File: config.mk
export PLATFORM = sky130hd
export DESIGN_NAME = alu_seq_ctrl
export DESIGN_NICKNAME = d
export VERILOG_FILES = /design/src/rtl/alu_seq_ctrl.sv
export SDC_FILE = /design/constraint.sdc
export NUM_CORES = 1
export LEC_CHECK = 0
export BUFFER_PORTS_ARGS = -buffer_cell sky130_fd_sc_hd__buf_2
export CAP_MARGIN = 30
export CELL_PAD_IN_SITES_DETAIL_PLACEMENT = 0
export CELL_PAD_IN_SITES_GLOBAL_PLACEMENT = 1
export CORE_MARGIN = 2
export CORE_UTILIZATION = 31
export CTS_CLUSTER_DIAMETER = 100
export DETAILED_ROUTE_END_ITERATION = 7
export GPL_ROUTABILITY_DRIVEN = 0
export PLACE_DENSITY_LB_ADDON = 0.1
export SLEW_MARGIN = 20
export SYNTH_ARGS = -nofsm -noshare
export SYNTH_HDL_FRONTEND = slang
export SYNTH_SLANG_ARGS = --single-unit
File: constraint.sdc
create_clock -name clk -period 1.58 [get_ports clk]
set_input_delay 0.316 -clock clk [delete_from_list [all_inputs] [get_ports clk]]
set_output_delay 0.316 -clock clk [all_outputs]
set_load 0.01 [all_outputs]
File: src/rtl/alu_seq_ctrl.sv
// Micro-sequencer that walks one macro-op through 1-3 ALU steps,
// driving the operand-select mux, ALU op code and accumulator write strobe.
module alu_seq_ctrl #(
  parameter int unsigned MUL_CYCLES = 3
) (
  input  logic       clk,
  input  logic       rstn,
  input  logic       START,
  input  logic [2:0] OPCODE,
  output logic [2:0] ALUMUX,
  output logic [2:0] ALUOP,
  output logic       ACC_WE,
  output logic       BUSY,
  output logic       DONE,
  output logic       ERR
);

  typedef enum logic [1:0] {S_IDLE, S_STEP, S_FIN} state_e;

  localparam logic [2:0] MUX_IR  = 3'b001;
  localparam logic [2:0] MUX_R5  = 3'b101;
  localparam logic [2:0] MUX_R1  = 3'b100;
  localparam logic [2:0] MUX_IDX = 3'b010;
  localparam logic [2:0] MUX_IDY = 3'b011;

  localparam logic [2:0] OP_NOP  = 3'b000;
  localparam logic [2:0] OP_PASS = 3'b001;
  localparam logic [2:0] OP_ADD  = 3'b010;
  localparam logic [2:0] OP_SUB  = 3'b011;
  localparam logic [2:0] OP_MUL  = 3'b100;
  localparam logic [2:0] OP_INC  = 3'b101;

  localparam logic [2:0] MUL_LAST = 3'(MUL_CYCLES - 1);

  // Step table: returns {ALUMUX, ALUOP} for step idx of macro-op op
  function automatic logic [5:0] f_step(input logic [2:0] op, input logic [1:0] idx);
    case (op)
      3'b001:  f_step = {MUX_IR,  OP_PASS};
      3'b010:  f_step = {MUX_R1,  OP_ADD};
      3'b011:  f_step = {MUX_R1,  OP_SUB};
      3'b100:  f_step = {MUX_R5,  OP_MUL};
      3'b101: begin
        case (idx)
          2'd0:    f_step = {MUX_IDX, OP_PASS};
          2'd1:    f_step = {MUX_IDY, OP_ADD};
          default: f_step = {MUX_R5,  OP_ADD};
        endcase
      end
      3'b110:  f_step = {MUX_IDX, OP_INC};
      default: f_step = {MUX_IR,  OP_NOP};
    endcase
  endfunction

  function automatic logic [1:0] f_last_step(input logic [2:0] op);
    f_last_step = (op == 3'b101) ? 2'd2 : 2'd0;
  endfunction

  function automatic logic [2:0] f_last_cnt(input logic [2:0] aop);
    f_last_cnt = (aop == OP_MUL) ? MUL_LAST : 3'd0;
  endfunction

  state_e     r_state;
  logic [2:0] r_op;
  logic [1:0] r_step;
  logic [2:0] r_cnt;

  logic [5:0] w_first;
  logic [5:0] w_next;
  logic       w_legal;
  logic       w_step_end;
  logic       w_seq_end;

  always_comb begin
    w_first    = f_step(OPCODE, 2'd0);
    w_next     = f_step(r_op, r_step + 2'd1);
    w_legal    = (OPCODE != 3'b000) && (OPCODE != 3'b111);
    w_step_end = (r_cnt == f_last_cnt(ALUOP));
    w_seq_end  = w_step_end && (r_step == f_last_step(r_op));
  end

  always_ff @(posedge clk or negedge rstn) begin
    if (!rstn) begin
      r_state <= S_IDLE;
      r_op    <= '0;
      r_step  <= '0;
      r_cnt   <= '0;
      ALUMUX  <= MUX_IR;
      ALUOP   <= OP_NOP;
      ACC_WE  <= 1'b0;
      BUSY    <= 1'b0;
      DONE    <= 1'b0;
      ERR     <= 1'b0;
    end else begin
      DONE <= 1'b0;
      ERR  <= 1'b0;
      case (r_state)
        S_STEP: begin
          if (w_seq_end) begin
            r_state <= S_FIN;
            ALUMUX  <= MUX_IR;
            ALUOP   <= OP_NOP;
            ACC_WE  <= 1'b0;
            BUSY    <= 1'b0;
            DONE    <= 1'b1;
          end else if (w_step_end) begin
            r_step            <= r_step + 2'd1;
            r_cnt             <= '0;
            {ALUMUX, ALUOP}   <= w_next;
            ACC_WE            <= (f_last_cnt(w_next[2:0]) == 3'd0);
          end else begin
            r_cnt  <= r_cnt + 3'd1;
            ACC_WE <= ((r_cnt + 3'd1) == f_last_cnt(ALUOP));
          end
        end
        default: begin
          // IDLE and FIN share acceptance so a new op can follow DONE directly
          if (START && w_legal) begin
            r_state         <= S_STEP;
            r_op            <= OPCODE;
            r_step          <= '0;
            r_cnt           <= '0;
            {ALUMUX, ALUOP} <= w_first;
            ACC_WE          <= (f_last_cnt(w_first[2:0]) == 3'd0);
            BUSY            <= 1'b1;
          end else begin
            r_state <= S_IDLE;
            r_step  <= '0;
            r_cnt   <= '0;
            ALUMUX  <= MUX_IR;
            ALUOP   <= OP_NOP;
            ACC_WE  <= 1'b0;
            BUSY    <= 1'b0;
            ERR     <= START;
          end
        end
      endcase
    end
  end

endmodule

# Yosys cells after proc, flatten, opt, wreduce, memory -nomap -nowiden
# Cells that the tools add are included.
dict set report classes {
  mux 35
  eq_ne 25
  bitwise_logic 1
  order_cmp 0
  n_mul 0
  n_reduce_logical 9
  add_sub_neg 2
  shifts 0
  n_div 0
}
# operator n
set ops {}
lappend ops {{6-bit one-hot mux with 6 select lines} 2}
lappend ops {{3-bit 2-to-1 mux} 11}
lappend ops {{3-bit equality test (second input constant)} 9}
lappend ops {{2-bit 2-to-1 mux} 9}
lappend ops {{3-bit by 2-bit equality test with 1-bit output (second input constant)} 4}
lappend ops {{1-bit 2-to-1 mux} 12}
lappend ops {{6-bit one-hot mux with 2 select lines} 1}
lappend ops {{3-bit by 1-bit equality test with 1-bit output (second input constant)} 2}
lappend ops {{3-bit logical NOT} 2}
lappend ops {{2-bit != test (second input constant)} 3}
lappend ops {{3-bit != test (second input constant)} 2}
lappend ops {{2-bit by 1-bit equality test with 1-bit output (second input constant)} 2}
lappend ops {{2-bit AND reduction} 2}
lappend ops {{3-bit by 1-bit adder with 3-bit output (second input constant)} 1}
lappend ops {{3-bit by 2-bit equality test with 1-bit output} 1}
lappend ops {{3-bit equality test} 1}
lappend ops {{1-bit logical AND} 3}
lappend ops {{3-bit nonzero test} 1}
lappend ops {{2-bit by 1-bit adder with 2-bit output (second input constant)} 1}
lappend ops {{2-bit equality test} 1}
lappend ops {{2-bit logical NOT} 1}
lappend ops {{1-bit NOT} 1}
dict set report word_totals {
  ramBits 0
  ff_bits 20
  rom_bits 0
  mem_count 0
  latch_bits 0
  in_bits 6
}

# Depth between registers and ports, before layout
# Gate-level depths: netlist (run 1).
dict set report depth {
  depth_word 10
  mapped_depth 5
  mapped_depth_nobuf 5
}

# Worst setup path after synthesis (run 1)
# OpenSTA, ideal clock, no wires.
dict set report synth_path {
  path_kind {register to register}
  startpoint {reg r_op[1]}
  endpoint {reg ALUMUX[0]}
  slack_ns -0.138
  setup_ns 0.082
  path_stages_with_launch 6
  arrival_time_ns 1.636
  synth_period_minus_slack_ns 1.718
  cell_sequence {dfrtp_1 -> buf_6 -> and3b_4 -> mux2_4 -> o32a_1 -> mux2_4}
}
dict set report synth_between {
  elab_chain_cells 6
}
# item line
set synth_lines {}
lappend synth_lines {{start: declaration} 63} ;# logic [2:0] r_op;
lappend synth_lines {{start signal: assignment} 84} ;# r_op <= '0;
lappend synth_lines {{start signal: assignment} 119} ;# r_op <= OPCODE;
lappend synth_lines {{3-bit equality test} {37, 55}}
lappend synth_lines {{2-bit 2-to-1 mux} 55} ;# f_last_step = (op == 3'b101) ? 2'd2 : 2'd0;
lappend synth_lines {{2-bit equality test} 78} ;# w_seq_end = w_step_end && (r_step == f_last_step(r_op));
lappend synth_lines {{1-bit logical AND} 78}
lappend synth_lines {{3-bit 2-to-1 mux} 98} ;# if (w_seq_end) begin
lappend synth_lines {{3-bit 2-to-1 mux} 96} ;# case (r_state)
lappend synth_lines {{end signal: assignment} 108} ;# {ALUMUX, ALUOP} <= w_next;
lappend synth_lines {{end signal: assignment} 122} ;# {ALUMUX, ALUOP} <= w_first;
lappend synth_lines {{end: declaration} 10} ;# output logic [2:0] ALUMUX,
# Parallel ways exist; a longest one is shown, timed or not. The select of a mux whose other input is x is not followed.
# A chain may end at the register's enable or synchronous reset.

# Final worst setup path (run 1)
# Ends and elaborated chain as after synthesis.

==> impl_metrics.csv, run 1 <==
group,metric,value,unit
yosys,seq_area_frac_synth,43.0,%
routing,dr.pass1.iters,4,
yosys,yosysTopAreaCell,"dfrtp_1",
timing,fin_crit_sh,103,%
global_routing,use_met1,20.4,%
setup_path,cpMostUsedCell,"mux2_4",
power,seqPwrFrac,44.9,%
setup_path,slowest_delay,390,ps
status,status,"finished, violations left",
setup_path,critical_path_class,"register to register",
setup_path,worstPathMaxFanout,3,
yosys,ys_types,33,
yosys,syn_area,1110,sq um
finish,final_cell_area,1360,sq um
timing,relSlewSlack,71.0,%
timing,slew_violations,0,
flow_run,cap_violations,0,
yosys,synth_area_per_cell,9.47,sq um
global_routing,grt_max_degree,20,
timing,final.setup.tns,-53.7,ps
routing,remaining_drc_errors,0,
power,total_leakage_power,0.630,nW
timing,final.min_clock_period,1630,ps
routing,drtIter0Drc,25,
power,power.internal,0.000846,W
clock_network,clock_path_buffers,2,
routing,via_per_inst,5.17,
setup_path,start_kind,"register",
floorplanning,die_w,63.8,microns
routing,ant_nets,0,
timing,clock_skew,2.36,ps
setup_path,crit_chain,"and3b_4 > mux2_4 > o32a_1 > mux2_4",
clock_network,cts.htree.levels,1,
timing,hold_violations,0,
floorplanning,die-area,4070,sq um
yosys,ys.flop_type,"dfrtp_1",
setup_path,crit_path_top_delay_cell,"dfrtp_1",
yosys,synth-edff-count,0,
clock_network,clk_pin_slew,110,ps
yosys,postSynth.asyncResetShare,100,%
global_routing,grt_use_total,14.4,%
power,power_density,949,nW/um^2
power,irDropWorstVdd,0.000355,V
global_routing,antenna_found_initial,0,
floorplanning,rows,21,
power,combPwrFrac,35.6,%
timing,grt_setup_unrepaired,"yes",
finish,area_delta_synth_final,22.9,%
yosys,syn_nets,126,
power,clkPwrFrac,19.4,%
global_routing,grt_overflow_total,0,
routing,finalWirelength,2.73,mm
setup_path,cp.required,1820,ps
power,finalPower,0.00129,W
clock_network,cts_sinks,19,
yosys,synthTopCellsByArea,"dfrtp_1, nand3_1, o21ai_0",
clock_network,root_buffer,"clkbuf_4",
floorplanning,num_io_pins,16,
yosys,yosys_warnings,0,
place,dp_hpwl,2.10,mm
yosys,synth-seq-cells,19,
timing,finalHoldWorstSlack,349,ps
clock_network,clk_latency,300,ps
routing,vias,967,
floorplanning,die_h,63.8,microns
setup_path,worstSetupEndpointType,"register",
yosys,synth_top_area_share,40.6,%
finish,diodes,0,
power,p_switching,0.000447,W
global_routing,grt_pass1_vias,902,
finish,nNetsFinal,151,
clock_network,cts_tree,"built",
setup_path,crit_family,"multiplexers",
timing,setup_ws,-53.7,ps
finish,drive_above_1_share,29.8,%
clock_network,numCtsBuffers,3,
place,dpl_cell_area,1270,sq um
timing,worst_pin_slew,435,ps
global_routing,grt_pass1_wl,4.54,mm
place,place_ws,-25.2,ps
power,swShare,34.6,%
global_routing,met3_usage,2.11,%
status,violations,"setup timing",
yosys,syn_inst,117,
floorplanning,start_util,32.7,%
routing,post_drt_wl_per_cell,14.6,microns
setup_path,cp_data_arrival_time,1870,ps
global_routing,top_usage_layer,"met2",
floorplanning,core,3390,sq um
setup_path,path_buf_inv,0,
timing,setup_viol,1,
timing,max_clock_freq,612,MHz
place,io_buffers,15,
worst_hold_path,hold_path.class,"input pin to register",
global_routing,use_met2,22.5,%
==> worst min-delay path: stages <==
cell     delay, ps
buf_2          130
nand3_1        110
a21oi_1         70
==> cells in the mapped netlist (all sizes together), types with 2 or more instances <==
library cell  number
nand3             10
o211ai             2
nand2              7
xnor2              3
dfrtp             18
xor2               2
nor2               4
mux2               3
buf                3
ha                 3
nor3b              2
a32oi              2
clkbuf             5
nor2b              5
nand2b             5
o21ai              9
o221ai             4
and3               3
inv                3
a21oi              7
mux2i              2
nor3               4
o22ai              3
==> through the flow <==
stage | instances | util [%]
after global placement | 179 | 37.6
after detailed placement | 179 | 37.6
final | 187 | 40.2
after floorplan | 117 | -
after CTS | 184 | 38.7
after global routing | 187 | 40.2
==> worst paths after layout <==
path | start | endpoint | slack [ps] | cells past startpoint
min | OPCODE[2] | ERR | 350 | 3
max in group asynchronous | rstn | ALUMUX[0] | 770 | 2
min reg2reg | ALUMUX[2] | ALUMUX[2] | 540 | 2
max reg2reg | r_op[1] | ALUMUX[0] | -50 | 4
min in group asynchronous | rstn | ALUMUX[1] | 470 | 2
max | r_op[1] | ALUMUX[0] | -50 | 4
==> final cells by class <==
class                   instances  area [sq um]
fillers                       362          2030
inverters                       3          11.3
multi-input cells              87           613
clock buffers                   3          22.5
flip-flops and latches         19           478
repair buffers                 28           175
well taps                      46          57.6
clock inverters                 1          5.00
==> cell families (layout without fill, tap and decap cells) <==
kind of cell	after synthesis	count (layout)	share of synthesized area [%]
compound gates	30	30	17.5
xor+xnor	5	5	3.95
fa+ha+maj	3	3	3.39
buf+inv	11	35	4.63
flops	19	19	43.0
mux	5	5	5.53
simple gates	44	44	22.0
==> placed cells by master (no fill, tap or decap), drive strengths merged, types with 2 or more instances in the layout <==
master / instances
a21oi: 7
a32oi: 2
and3: 3
buf: 27
clkbuf: 3
dfrtp: 18
ha: 3
inv: 3
mux2: 3
mux2i: 2
nand2: 7
nand2b: 5
nand3: 10
nor2: 4
nor2b: 5
nor3: 4
nor3b: 2
o211ai: 2
o21ai: 9
o221ai: 4
o22ai: 3
xnor2: 3
xor2: 2
==> metal layers <==
layer,share of wire [%],wire [microns]
met5,0,0
met4,0.44,12
met3,4.1,111
met2,47,1270
met1,49,1330
==> power by group through the flow <==
stage	Clock [W]	Sequential, W	Combinational, W
2_1_floorplan	0	0.000598	0.000273
3_3_place_gp	0	0.000587	0.000442
3_5_place_dp	0	0.000589	0.000441
4_1_cts	0.000263	0.000579	0.000446
5_1_grt	0.000284	0.000586	0.000511
6_report	0.000251	0.000581	0.000461
==> state kept, by name (all words and copies together) (netlist names) <==
signal,flops
ACC_WE,1
ALUMUX,3
ALUOP,3
DONE,1
ERR,1
r_cnt,3
r_op,3
r_state,2
r_step,2
==> what timing repair did <==
action,4_1_cts,5_1_grt
pin swaps,0,1
hold endpoints to repair,18,0
buffers inserted,0,3
hold buffers,1,0
setup endpoints to repair,2,11
resized for setup,0,6
(Power assumes the default switching activity.)
==> run 2: changes to the inputs <==
Settings changed: BUFFER_PORTS_ARGS -buffer_cell sky130_fd_sc_hd__buf_2 to -buffer_cell sky130_fd_sc_hd__buf_4, CTS_CLUSTER_SIZE set to 24.
==> run 2 against run 1 <==
Compared with the run above:
- the flow still finishes with violations (setup timing)
- clock skew is 0.88 ps higher
- register-to-register slack hardly changed
- count of clock-buffer cells in the layout is 1 higher
- via count is 2.1% lower
- cell area is 3.7% higher
- global-route usage is 0.26 points lower
- routed wire length is 2.1% lower
- first-iteration DRC count is 52% higher
- die area stayed put
- setup slack better by 4.5 ps
- core utilization is 1.5 points higher
- critical endpoint unchanged
- largest cell class unchanged
- largest power group unchanged
==> impl_metrics.csv, run 2 (synthesized netlist as in run 1, its figures left out) <==
group,metric,value,unit
status,status,"finished, violations left",
status,violations,"setup timing",
clock_network,cts_tree,"built",
setup_path,cp_data_arrival_time,1870,ps
clock_network,cts_sinks,19,
flow_run,cap_violations,0,
power,irDropWorstVdd,0.000488,V
setup_path,start_kind,"register",
floorplanning,num_io_pins,16,
clock_network,clk_pin_slew,100,ps
finish,final_cell_area,1410,sq um
place,dp.cells,182,
setup_path,worstSetupEndpointType,"register",
place,dpl_cell_area,1330,sq um
routing,drtIter0Drc,38,
setup_path,slowest_delay,390,ps
setup_path,crit_path_top_delay_cell,"dfrtp_1",
power,total_leakage_power,0.648,nW
clock_network,clk_latency,300,ps
power,finalPower,0.00131,W
timing,final.min_clock_period,1630,ps
routing,post_drt_wl_per_cell,14.0,microns
setup_path,cp.required,1820,ps
finish,final_cell_mix,"buf_4, dfrtp_1, nand3_1, o21ai_0",
clock_network,cts.htree.levels,1,
routing,finalWirelength,2.67,mm
clock_network,clock_path_buffers,2,
floorplanning,start_util,32.7,%
finish,diodes,0,
finish,final_common_cell,"buf_4",
global_routing,grt_pass1_wl,4.40,mm
routing,ant_nets,0,
setup_path,critical_path_class,"register to register",
timing,fin_crit_sh,103,%
timing,grt_setup_unrepaired,"yes",
place,dp_hpwl,2.06,mm
floorplanning,die-area,4070,sq um
global_routing,grt_pass1_vias,922,
global_routing,antenna_found_initial,0,
floorplanning,rows,21,
global_routing,grt_max_degree,20,
routing,dr.pass1.iters,4,
floorplanning,die_w,63.8,microns
timing,relSlewSlack,72.9,%
setup_path,worstPathMaxFanout,3,
setup_path,cpMostUsedCell,"mux2_4",
finish,layout.cells.non_filler,190,
global_routing,grt_overflow_total,0,
place,place_ws,-41.4,ps
finish,drive_above_1_share,28.5,%
setup_path,crit_family,"multiplexers",
finish,nNetsFinal,154,
setup_path,crit_chain,"and3b_4 > mux2_4 > o32a_1 > mux2_4",
timing,setup_viol,1,
place,io_buffers,15,
timing,clock_skew,3.24,ps
global_routing,grt_use_total,14.2,%
setup_path,path_buf_inv,0,
clock_network,root_buffer,"clkbuf_4",
floorplanning,core,3390,sq um
routing,vias,947,
routing,via_per_inst,4.98,
clock_network,numCtsBuffers,3,
floorplanning,die_h,63.8,microns
power,power_density,927,nW/um^2
routing,remaining_drc_errors,0,
finish,area_delta_synth_final,27.4,%
timing,slew_violations,0,
timing,hold_violations,0,
finish,finalCoreUtilization,41.7,%
timing,max_clock_freq,614,MHz
timing,worst_pin_slew,405,ps
worst_hold_path,hold_path.class,"input pin to register",
timing,setup_ws,-49.2,ps
## run 2: final cells by class
type                    count  area [sq um]
fillers                   350          1980
clock buffers               4          26.3
flip-flops and latches     19           477
repair buffers             31           239
inverters                   3          11.3
multi-input cells          87           602
well taps                  46          57.6
## run 2: per-layer routing
layer	routed length [microns]	GRT usage, %	share of wire, %	vias to the layer above
met5	0	0	0	-
met4	26	3.26	0.97	0
met3	93	3.17	3.5	2
met2	1230	22.1	46	17
met1	1320	20.0	49	443
li1	-	-	-	485
## run 2: path summary, 6_finish.rpt
kind,from,endpoint,slack (ps),depth (start not counted)
max in group asynchronous,rstn,ALUMUX[0],900,2
min in group asynchronous,rstn,r_step[0],420,2
max,r_op[1],ALUMUX[0],-50,4
min reg2reg,ALUMUX[2],ALUMUX[2],550,2
max reg2reg,r_op[1],ALUMUX[0],-50,4
min,OPCODE[1],r_op[0],290,2
## run 2: power by group
group          internal, W  total [W]  switching (W)
clock            0.0000984   0.000245       0.000146
combinational     0.000234   0.000485       0.000251
sequential        0.000547   0.000580      0.0000331
total             0.000879    0.00131       0.000431
## run 2: what timing repair did
item | 4_1_cts | 5_1_grt
gates resized for setup | 0 | 4
endpoints found under the setup margin | 6 | 13
setup buffers | 0 | 3
endpoints found under the hold margin | 18 | 0
hold buffers | 1 | 0
## run 2: stage by stage
| stage | TNS, ps | hold slack, ps |
|---|---|---|
| after floorplan | -94.7 | 20.4 |
| after global placement | -23.0 | 207 |
| after detailed placement | -69.5 | 209 |
| after CTS | -159 | 288 |
| after global routing | -503 | 307 |
| final | -49.2 | 292 |
==> run 3: changes to the inputs <==
Settings changed: CTS_BUF_LIST set to sky130_fd_sc_hd__clkbuf_4.
==> run 3 against run 2 <==
Compared with the run above:
- the flow still finishes with violations (setup timing)
- clock power grew 7%
- core utilization grew 0.11 points
- power grew 1.3%
- largest cell class unchanged
- largest power group unchanged
- sequential cell count is the same
- register-to-register slack is essentially flat
- cell area grew 0.27%
- worst hold slack is essentially flat
- highest routed layer unchanged
- count of clock-buffer cells in the layout is the same
==> impl_metrics.csv, run 3 (synthesized netlist as in run 1, its figures left out) <==
group,metric,value,unit
timing,relSlewSlack,72.9,%
clock_network,cts_tree,"built",
timing,fin_crit_sh,103,%
setup_path,worstPathMaxFanout,3,
finish,diodes,0,
setup_path,crit_chain,"and3b_4 > mux2_4 > o32a_1 > mux2_4",
status,status,"finished, violations left",
global_routing,grt_max_degree,20,
routing,via_per_inst,4.98,
finish,num-fill-cells,350,
timing,worst_pin_slew,405,ps
flow_run,cap_violations,0,
setup_path,slowest_delay,390,ps
routing,dr.pass1.iters,4,
routing,ant_nets,0,
power,swShare,32.5,%
setup_path,cp.required,1820,ps
worst_hold_path,hold_path.class,"input pin to register",
finish,area_delta_synth_final,27.8,%
global_routing,antenna_found_initial,0,
power,irDropWorstVdd,0.000489,V
clock_network,clock_path_buffers,2,
timing,setup_ws,-49.5,ps
clock_network,clk_latency,300,ps
floorplanning,die_w,63.8,microns
global_routing,met3_usage,3.17,%
routing,vias,947,
global_routing,grt_pass1_wl,4.40,mm
place,io_buffers,15,
floorplanning,core,3390,sq um
floorplanning,die-area,4070,sq um
floorplanning,die_h,63.8,microns
global_routing,use_met1,20.0,%
power,seqPwrFrac,43.7,%
clock_network,clk_pin_slew,100,ps
global_routing,grt_pass1_vias,922,
setup_path,cpMostUsedCell,"mux2_4",
setup_path,worstSetupEndpointType,"register",
floorplanning,rows,21,
setup_path,critical_path_class,"register to register",
finish,nNetsFinal,154,
clock_network,root_buffer,"clkbuf_4",
routing,post_drt_wl_per_cell,14.0,microns
global_routing,use_met2,22.1,%
setup_path,crit_path_top_delay_cell,"dfrtp_1",
power,power.internal,0.000897,W
floorplanning,num_io_pins,16,
timing,hold_violations,0,
finish,final_common_cell,"buf_4",
timing,grt_setup_unrepaired,"yes",
routing,remaining_drc_errors,0,
timing,final.setup.tns,-49.5,ps
floorplanning,start_util,32.7,%
clock_network,numCtsBuffers,3,
timing,slew_violations,0,
timing,clock_skew,3.03,ps
timing,max_clock_freq,614,MHz
power,power_density,937,nW/um^2
global_routing,grt_use_total,14.2,%
clock_network,cts.htree.levels,1,
finish,drive_above_1_share,29.2,%
power,finalPower,0.00133,W
status,violations,"setup timing",
setup_path,cp_data_arrival_time,1870,ps
power,clkPwrFrac,19.8,%
power,total_leakage_power,0.651,nW
routing,finalWirelength,2.67,mm
clock_network,cts_sinks,19,
power,combPwrFrac,36.6,%
global_routing,top_usage_layer,"met2",
setup_path,start_kind,"register",
timing,setup_viol,1,
timing,final.min_clock_period,1630,ps
place,dp_hpwl,2.06,mm
global_routing,grt_overflow_total,0,
power,p_switching,0.000431,W
routing,drtIter0Drc,38,
finish,final_cell_mix,"buf_4, dfrtp_1, nand3_1, o21ai_0",
## run 3: worst paths after layout
check | startpoint | to | slack [ps] | cells past startpoint
worst max-delay path | r_op[1] | ALUMUX[0] | -50 | 4
worst min-delay path | OPCODE[1] | r_op[0] | 290 | 2
worst max register to register | r_op[1] | ALUMUX[0] | -50 | 4
worst min register to register | ALUMUX[2] | ALUMUX[2] | 550 | 2
max in group asynchronous | rstn | ALUMUX[0] | 900 | 2
min in group asynchronous | rstn | r_step[0] | 420 | 2
## run 3: area by class of cell
type | count | area, sq um | share of cell area [%]
repair buffers | 31 | 239 | 16.9
well taps | 46 | 57.6 | 4.06
clock buffers | 4 | 30.0 | 2.12
multi-input cells | 87 | 602 | 42.5
inverters | 3 | 11.3 | 0.795
flip-flops and latches | 19 | 477 | 33.7
## run 3: worst max-delay path: cells and delay by family (launching register included)
kind | cells | cell delay (ps)
flops | 1 | 390
compound gates | 1 | 300
mux | 2 | 570
simple gates | 1 | 320
## run 3: through the flow
step,instances,hold slack [ps],utilization [%],setup WS [ps],instance area (sq um)
after floorplan,117,20.4,-,-94.7,1110
after global placement,182,207,39.4,-23.0,1330
after detailed placement,182,209,39.4,-41.4,1330
after CTS,187,288,40.5,-61.3,1370
after global routing,190,307,41.8,-97.5,1420
final,190,291,41.8,-49.5,1420
## run 3: power by group through the flow
stage | Sequential [W] | Combinational, W | Clock (W)
final | 0.000580 | 0.000485 | 0.000262
after global routing | 0.000586 | 0.000541 | 0.000289
after CTS | 0.000578 | 0.000478 | 0.000272
after detailed placement | 0.000588 | 0.000475 | 0
after global placement | 0.000587 | 0.000477 | 0
after floorplan | 0.000598 | 0.000273 | 0
## run 3: repair_timing
action / CTS / global route
endpoints found under the setup margin: 6 / 13
cloned: 0 / 0
hold buffers: 1 / 0
endpoints found under the hold margin: 18 / 0
setup buffers: 0 / 3
gates resized for setup: 0 / 4
## run 3: per-layer routing
metal / vias up / part of all wire [%] / routed length (microns)
li1: 485 / - / -
met1: 443 / 49 / 1320
met2: 17 / 46 / 1230
met3: 2 / 3.5 / 93
met4: 0 / 0.97 / 26
met5: - / 0 / 0
